==> src/rtl/int_ctrl_pkg.sv <==
// Shared constants for the external interrupt controller: register offsets
// within the 16-byte window, default window base and CP0 HWInt width.
package int_ctrl_pkg;

    // Register offsets, indexed by addr[3:2]
    localparam logic [1:0] OFF_PEND = 2'd0;
    localparam logic [1:0] OFF_MASK = 2'd1;
    localparam logic [1:0] OFF_MODE = 2'd2;
    localparam logic [1:0] OFF_RAW  = 2'd3;

    // Default window base; must stay 16-byte aligned
    localparam logic [31:0] BASE_ADDR_DEFAULT = 32'h0000_7F20;

    // Width of the CP0 HWInt field
    localparam int unsigned HWINT_W = 6;

    // True when addr falls inside the 16-byte window starting at base
    function automatic logic window_hit(input logic [31:0] addr, input logic [31:0] base);
        return addr[31:4] == base[31:4];
    endfunction

endpackage

==> src/rtl/int_sync_edge.sv <==
// Per-bit two-flop synchronizer followed by a "previous" flop, producing the
// synchronized level and a one-cycle rising-edge strobe for each source.
module int_sync_edge
    import int_ctrl_pkg::*;
#(
    parameter int unsigned WIDTH = 1
) (
    input  logic             clk,
    input  logic             reset,
    input  logic [WIDTH-1:0] async_in,
    output logic [WIDTH-1:0] sync,
    output logic [WIDTH-1:0] rise
);

    logic [WIDTH-1:0] stage1_q;
    logic [WIDTH-1:0] stage2_q;
    logic [WIDTH-1:0] prev_q;

    // Synchronizer chain plus previous-value flop; synchronous active-low reset
    always_ff @(posedge clk) begin
        if (!reset) begin
            stage1_q <= '0;
            stage2_q <= '0;
            prev_q   <= '0;
        end else begin
            stage1_q <= async_in;
            stage2_q <= stage1_q;
            prev_q   <= stage2_q;
        end
    end

    // Level and edge views of the synchronized sources
    always_comb begin
        sync = stage2_q;
        rise = stage2_q & ~prev_q;
    end

endmodule

==> src/rtl/int_ctrl.sv <==
// Memory-mapped external interrupt controller. Synchronizes raw sources,
// captures edges or levels per source into PEND, masks them onto HWInt and
// exposes PEND/MASK/MODE/RAW on the CPU data bus. N_SRC must be 1..6.
module int_ctrl
    import int_ctrl_pkg::*;
#(
    parameter int unsigned N_SRC     = 6,
    parameter logic [31:0] BASE_ADDR = BASE_ADDR_DEFAULT
) (
    input  logic               clk,
    input  logic               reset,
    input  logic [N_SRC-1:0]   src_in,
    input  logic [31:0]        addr,
    input  logic [3:0]         byteen,
    input  logic [31:0]        wdata,
    output logic [31:0]        rdata,
    output logic [HWINT_W-1:0] hwint
);

    logic [N_SRC-1:0] sync;
    logic [N_SRC-1:0] rise;

    logic [N_SRC-1:0] pend_q, pend_d;
    logic [N_SRC-1:0] mask_q, mask_d;
    logic [N_SRC-1:0] mode_q, mode_d;

    logic             win_hit;
    logic [1:0]       off;
    logic             wr_en;
    logic [N_SRC-1:0] wr_bits;
    logic [N_SRC-1:0] clr;
    logic [N_SRC-1:0] to_edge;

    // Bus bits that carry no meaning for this block
    logic unused_bits;
    assign unused_bits = ^{wdata[31:N_SRC], byteen[3:1], addr[1:0]};

    int_sync_edge #(
        .WIDTH (N_SRC)
    ) u_sync_edge (
        .clk      (clk),
        .reset    (reset),
        .async_in (src_in),
        .sync     (sync),
        .rise     (rise)
    );

    // Bus decode: window hit, register select, write qualification
    always_comb begin
        win_hit = window_hit(addr, BASE_ADDR);
        off     = addr[3:2];
        wr_en   = win_hit & byteen[0];
        wr_bits = wdata[N_SRC-1:0];
    end

    // Register next-state: W1C/set for PEND, plain RW for MASK and MODE
    always_comb begin
        mask_d  = mask_q;
        mode_d  = mode_q;
        clr     = '0;
        to_edge = '0;
        if (wr_en) begin
            unique case (off)
                OFF_PEND: clr = wr_bits;
                OFF_MASK: mask_d = wr_bits;
                OFF_MODE: begin
                    mode_d  = wr_bits;
                    // Bits moving from level to edge start from a clean slate
                    to_edge = wr_bits & ~mode_q;
                end
                OFF_RAW:  ;
                default:  ;
            endcase
        end
        // Edge bits: a rise beats a same-cycle clear. Level bits track sync.
        pend_d = ((mode_q & (rise | (pend_q & ~clr))) | (~mode_q & sync)) & ~to_edge;
    end

    // Register file state; synchronous active-low reset
    always_ff @(posedge clk) begin
        if (!reset) begin
            pend_q <= '0;
            mask_q <= '1;
            mode_q <= '1;
        end else begin
            pend_q <= pend_d;
            mask_q <= mask_d;
            mode_q <= mode_d;
        end
    end

    // Read mux and masked interrupt outputs, bits above N_SRC held at 0
    always_comb begin
        rdata = '0;
        if (win_hit) begin
            unique case (off)
                OFF_PEND: rdata[N_SRC-1:0] = pend_q;
                OFF_MASK: rdata[N_SRC-1:0] = mask_q;
                OFF_MODE: rdata[N_SRC-1:0] = mode_q;
                OFF_RAW:  rdata[N_SRC-1:0] = sync;
                default:  rdata = '0;
            endcase
        end
        hwint = '0;
        hwint[N_SRC-1:0] = pend_q & mask_q;
    end

endmodule

==> config.mk <==
export PLATFORM = sky130hd
export DESIGN_NAME = int_ctrl
export DESIGN_NICKNAME = d
export VERILOG_FILES = /design/src/rtl/int_ctrl_pkg.sv /design/src/rtl/int_sync_edge.sv /design/src/rtl/int_ctrl.sv
export SDC_FILE = /design/constraint.sdc
export NUM_CORES = 1
export LEC_CHECK = 0
export ABC_CLOCK_PERIOD_IN_PS = 2350
export CAP_MARGIN = 30
export CORE_AREA = 5 5 75 77
export CTS_CLUSTER_DIAMETER = 100
export DETAILED_ROUTE_END_ITERATION = 7
export DIE_AREA = 0 0 80 82
export DONT_BUFFER_PORTS = 1
export PLACE_DENSITY = 0.57
export SLEW_MARGIN = 20
export SYNTH_ARGS = -nofsm -noshare
export SYNTH_HDL_FRONTEND = slang
export SYNTH_HIERARCHICAL = 1
export SYNTH_SLANG_ARGS = --single-unit
==> constraint.sdc <==
create_clock -name clk -period 2.35 [get_ports clk]
set_input_delay 0.47 -clock clk [delete_from_list [all_inputs] [get_ports clk]]
set_output_delay 0.47 -clock clk [all_outputs]
set_load 0.02 [all_outputs]
# After elaboration in Yosys (flattened, before gate mapping)

Index checks and enable logic that the tools add are counted.

Register bits: 36
ROM bits: 0
Bits in writable memories: 0
Bits in latches: 0
Bits of input ports: 76
Word-level logic and storage cells: 33
Memories kept: 0
Output and inout port bits: 38

Multiply operators: 0
Div/mod/pow operators: 0
Reduce and logical (&&, ||, !) cells: 3
Add/sub/neg operators: 0
$lt $le $gt $ge: 0
Shifts and indexed selects: 0
Bitwise operators: 14
Multiplexer cells: 6
Equality and inequality tests: 4

Operator list:

| cell                                                                    | number |
|---|---|
| 6-bit AND                                                               | 7 |
| 6-bit two-way mux                                                       | 5 |
| 28-bit by 11-bit equality test with 1-bit output, second input constant | 1 |
| 6-bit NOT                                                               | 4 |
| 6-bit one-hot mux with 4 select lines                                   | 1 |
| 6-bit OR                                                                | 2 |
| 2-bit equality test, second input constant                              | 2 |
| 2-bit AND reduction                                                     | 2 |
| 2-bit by 1-bit equality test with 1-bit output, second input constant   | 1 |
| 2-bit logical NOT                                                       | 1 |
| 1-bit AND                                                               | 1 |

# Longest topological paths before layout

Word-level depth: 9
Mapped depth: 6
Depth with buffers taken out: 5

# Cells and area by module

The synthesis kept the hierarchy.

By module, submodules not included:

| module        | area an instance (um2) | cells each | seq. area each (um2) | instances |
|---|---|---|---|---|
| int_ctrl      | 1,352.5                | 151        | 360.3                | 1 |
| int_sync_edge | 539.3                  | 43         | 360.3                | 1 |

# Least setup slack after synthesis

Ideal clock, no wire load.

Kind: input -> output
Start: in addr[27]
End: out rdata[0]
Required time: 1.880 ns
Stages on the path: 4
Arrival: 1.835 ns
Slack: 0.045 ns
Path buffers: 0
Cell sequence: or4_4 nand3b_1 or2_2 nor2b_1

Word-level cells in the longest chain between the ends: 2

RTL lines:

| element                                          | line               | text |
|---|---|---|
| start: declaration                               | int_ctrl.sv:13     | `input logic [31:0] addr,` |
| 28-bit by 11-bit equality test with 1-bit output | int_ctrl_pkg.sv:19 | `return addr[31:4] == base[31:4];` |
| 6-bit two-way mux                                | int_ctrl.sv:95     | `if (win_hit) begin` |
| end: declaration                                 | int_ctrl.sv:16     | `output logic [31:0] rdata,` |

Every way passes these cells.

# Worst setup path after layout

Start: in addr[27]
End: out rdata[1]

The elaborated chain is that of the path after synthesis.

==> impl_summary.txt <==
----------------------------------------------------
[GRT]
  Number of global-route vias before repair ... 1,180
  Combined global-route utilization of all metal layers ... 11.6%
  GRT overflow ... 0
  Wire length of the first global-routing pass ... 5640 µm
  Antenna violations before repair ... 0
  Pin count of the biggest net entering global routing ... 44

[Detailed routing]
  DRC viols ... 0
  Number of design-rule violations left by the first detailed-router iteration ... 70
  Post-route antenna net violation count ... 0
  Average wire per cell in the routed design ... 14.1 µm
  Routed via count ... 1,271
  Via density ... 4.69
  Total wirelength of the detailed-routed design ... 3810 µm
  Drt pass-1 iters ... 4

[Hold path]
  Worst hold path endpoint ... mask_q[3]
  Startpoint of the most critical hold path ... reset
  Worst Hold Depth ... 1
  Hold crit path type ... in -> reg

[Logic synthesis]
  Synthesized instance count ... 194
  Syn avg cell area ... 9.75 µm²
  Proportion of synthesized chip area in sequential cells ... 38.1%
  Synth area leaders ... sky130_fd_sc_hd__dfxtp_1 38%, sky130_fd_sc_hd__buf_4 10%, sky130_fd_sc_hd__mux4_2 7.1%
  Cell taking the most area after synthesis ... sky130_fd_sc_hd__dfxtp_1
  Library cells used by synthesis ... 35
  Number of warnings issued by yosys ... 6
  Synthesized flop and latch total ... 36
  Cell Area, Synth ... 1890 µm²
  Area share of the largest cell type after synthesis ... 38.1%

[Setup path]
  Element type at the critical path end ... primary output
  Critical-path cell list ... or4_4 > nand3b_1 > or2_4 > nor2b_1 > buf_4
  FF-to-FF Start ... mode_q[5]
  Critical path required time ... 1.88 ns
  Worst endpoint data arrival time ... 1.77 ns
  CP startpoint kind ... primary input
  Slowest cell on crit path ... sky130_fd_sc_hd__or4_4
  CP max stage delay ... 0.51 ns
  Critical path peak fanout ... 6
  Worst reg2reg path endpoint ... pend_q[5]
  Reg2Reg Setup Slack ... 1.39 ns
  Worst reg-to-reg path cell count ... 4
  Type of the setup path with the least slack ... in -> out

[Placed design]
  Count of buffers from port buffering ... 0
  Global placer's final weighted congestion ... 0.785
  DP Cell Count ... 264
  Detail Placement HPWL ... 2780 µm

[STA]
  Total count of max-transition violations in the final report ... 0
  Final setup skew ... 0.00760 ns
  Share of the clock period used by the worst path after layout ... 95.4%
  Final hold violation count ... 0
  Highest achievable clock rate ... 0.446 GHz
  Final critical-path required period ... 2.24 ns
  # setup viols final ... 0
  RSZ-0062 raised after global routing ... no
  Setup total negative slack ... 0 ns

[Clock tree]
  Root buffer cell ... sky130_fd_sc_hd__clkbuf_8
  Maximum number of buffers from clock root to sink ... 2
  Skew-Pair Late Insertion Delay ... 0.28 ns
  Reg clk slew, reported paths ... 0.06 ns
  TritonCTS clock tree ... built
  Number of clock buffers inserted by TritonCTS ... 5
  H-Tree Depth ... 2
  Post-CTS Setup Bufs ... 0
  Clock net sink count ... 36

[Layout]
  Total number of nets in the final design ... 277
  Final std cells w/o fill ... 271
  Sequential cell area ... 721 µm²
  Area Overhead vs Synth ... 3.57%
  # fillers ... 518
  Share of final-layout standard cells stronger than drive strength 1 ... 21.4%
  Post-layout utilization of the core ... 39.6%
  Area of combinational cells with multiple inputs ... 995 µm²
  # diodes ... 0

[Floorplanning]
  Initial cell density of the core ... 38.3%
  Die area ... 6560 µm²
  Placeable core area ... 4940 µm²
  I/O pin cnt ... 114
  Die height ... 82 µm
  Horizontal extent of the die ... 80 µm
  Number of standard-cell rows in the floorplan ... 26

[Power]
  Comb power frac ... 9.3%
  Power density cells ... 585 nW/µm²
  Clock power share ... 34.9%
  Static leakage ... 0.000758 µW
  Worst supply voltage drop on vdd ... 0.373 mV
  Internal ... 876 µW
  Sequential fraction of design power ... 55.8%
  Switching part of the total ... 23.5%
  PnR Total Power ... 1150 µW
  Net load switching power ... 269 µW

[Job]
  # Max-Cap Violations ... 0

[Status]
  Status ... completed

----------------------------------------------------
==> state kept, by name, indices dropped and copies added, names as in the netlist <==
register              count
mask_q                    6
mode_q                    6
pend_q                    6
u_sync_edge/prev_q        6
u_sync_edge/stage1_q      6
u_sync_edge/sync          6
==> cells in the final DEF, fill, tap and decap left out <==
| cell type | n |
|---|---|
| sky130_fd_sc_hd__dfxtp_1 | 36 |
| sky130_fd_sc_hd__conb_1 | 26 |
| sky130_fd_sc_hd__nand2_1 | 24 |
| sky130_fd_sc_hd__and2_2 | 14 |
| sky130_fd_sc_hd__nor2b_1 | 12 |
| sky130_fd_sc_hd__and2_1 | 10 |
| sky130_fd_sc_hd__buf_4 | 10 |
| sky130_fd_sc_hd__nand3_1 | 7 |
| sky130_fd_sc_hd__mux4_2 | 6 |
| sky130_fd_sc_hd__o211ai_1 | 6 |
| sky130_fd_sc_hd__mux2i_1 | 6 |
| sky130_fd_sc_hd__nor3b_1 | 5 |
| sky130_fd_sc_hd__a211oi_1 | 5 |
| sky130_fd_sc_hd__o21bai_1 | 5 |
| sky130_fd_sc_hd__clkbuf_8 | 5 |
| sky130_fd_sc_hd__nand3b_1 | 4 |
| sky130_fd_sc_hd__nor4_1 | 2 |
| sky130_fd_sc_hd__nor4_2 | 2 |
| sky130_fd_sc_hd__nor4bb_1 | 1 |
| sky130_fd_sc_hd__nor4b_1 | 1 |
| sky130_fd_sc_hd__and4bb_2 | 1 |
| sky130_fd_sc_hd__and4b_2 | 1 |
| sky130_fd_sc_hd__nand4_1 | 1 |
| sky130_fd_sc_hd__or4_4 | 1 |
| sky130_fd_sc_hd__or2_4 | 1 |
| sky130_fd_sc_hd__or4_2 | 1 |
| sky130_fd_sc_hd__a21oi_1 | 1 |
| sky130_fd_sc_hd__a31oi_1 | 1 |
| sky130_fd_sc_hd__inv_1 | 1 |
| sky130_fd_sc_hd__nor2_1 | 1 |
| sky130_fd_sc_hd__or4b_1 | 1 |
| sky130_fd_sc_hd__nand2b_1 | 1 |
| sky130_fd_sc_hd__clkbuf_1 | 1 |
| sky130_fd_sc_hd__clkinv_2 | 1 |
==> cells in the mapped netlist, drive strengths merged <==
master   n
mux4     6
a211oi   5
and4bb   1
nand4    1
nand3b   4
o211ai   6
clkbuf   6
nand2b   1
nor3b    5
inv      1
or2      1
nor2b   12
and4b    1
or4b     1
conb     1
nor4     4
dfxtp   36
o21bai   5
or4      2
nor4bb   1
buf     29
a21oi    1
and2    24
nand3    7
nor2     1
mux2i    6
a31oi    1
nor4b    1
nand2   24
==> cell type report <==
cell class                 count  share of cell area [%]
clock buffer                   6                    3.70
clock inverter                 1                   0.255
inverter                       1                   0.192
multi-input combinational    147                    50.8
sequential                    36                    36.8
tap                           70                    4.47
timing repair buffer          10                    3.83
==> worst max path at each step <==
stage | from | endpoint | depth (start not counted)
after floorplan | addr[27] | rdata[0] | 4
after CTS | addr[27] | rdata[0] | 5
after global routing | addr[27] | rdata[3] | 5
final | addr[27] | rdata[1] | 5
after global placement | addr[27] | rdata[3] | 5
after detailed placement | addr[27] | rdata[0] | 5
==> per-stage QoR <==
step	area, µm²	setup WS (ns)	hold WS [ns]
final	1960	0.108	0.252
after global routing	1960	0.0361	0.234
after CTS	1960	0.0240	0.237
after detailed placement	1880	0.0238	0.419
after global placement	1880	0.0181	0.414
after floorplan	1990	0.0454	0.412
==> timing repair <==
action,CTS,global route
hold buffers,0,0
hold endpoints to repair,0,0
resized for setup,0,1
endpoints found under the setup margin,0,6
==> worst max-delay path, delay by kind of cell <==
kind | cells | cell delay (ns)
simple gates | 4 | 1.13
buf+inv | 1 | 0.16
==> routing by layer <==
metal / vias to the layer above / share of wire [%] / GRT usage, %
li1: 630 / - / -
met1: 570 / 42 / 14.2
met2: 65 / 46 / 18.0
met3: 6 / 11 / 4.17
met4: 0 / 0.92 / 6.08
met5: - / 0 / 0
==> power groups by stage <==
stage               sequential, µW  combinational, µW  clock, µW
CTS                            639                106        420
floorplan                      649                153          0
global route                   641                116        459
finish                         639                107        400
detailed placement             653                106          0
global placement               652                105          0
==> cells by family after synthesis <==
family	after synthesis	synth area share [%]
and+or+nand+nor	91	29.7
DFF	36	38.1
buffers and inverters	36	14.7
AOI/OAI and AO/OA	18	6.94
muxes	12	10.3
other	1	0.198
No activity file was read; power rests on OpenSTA's default activity.
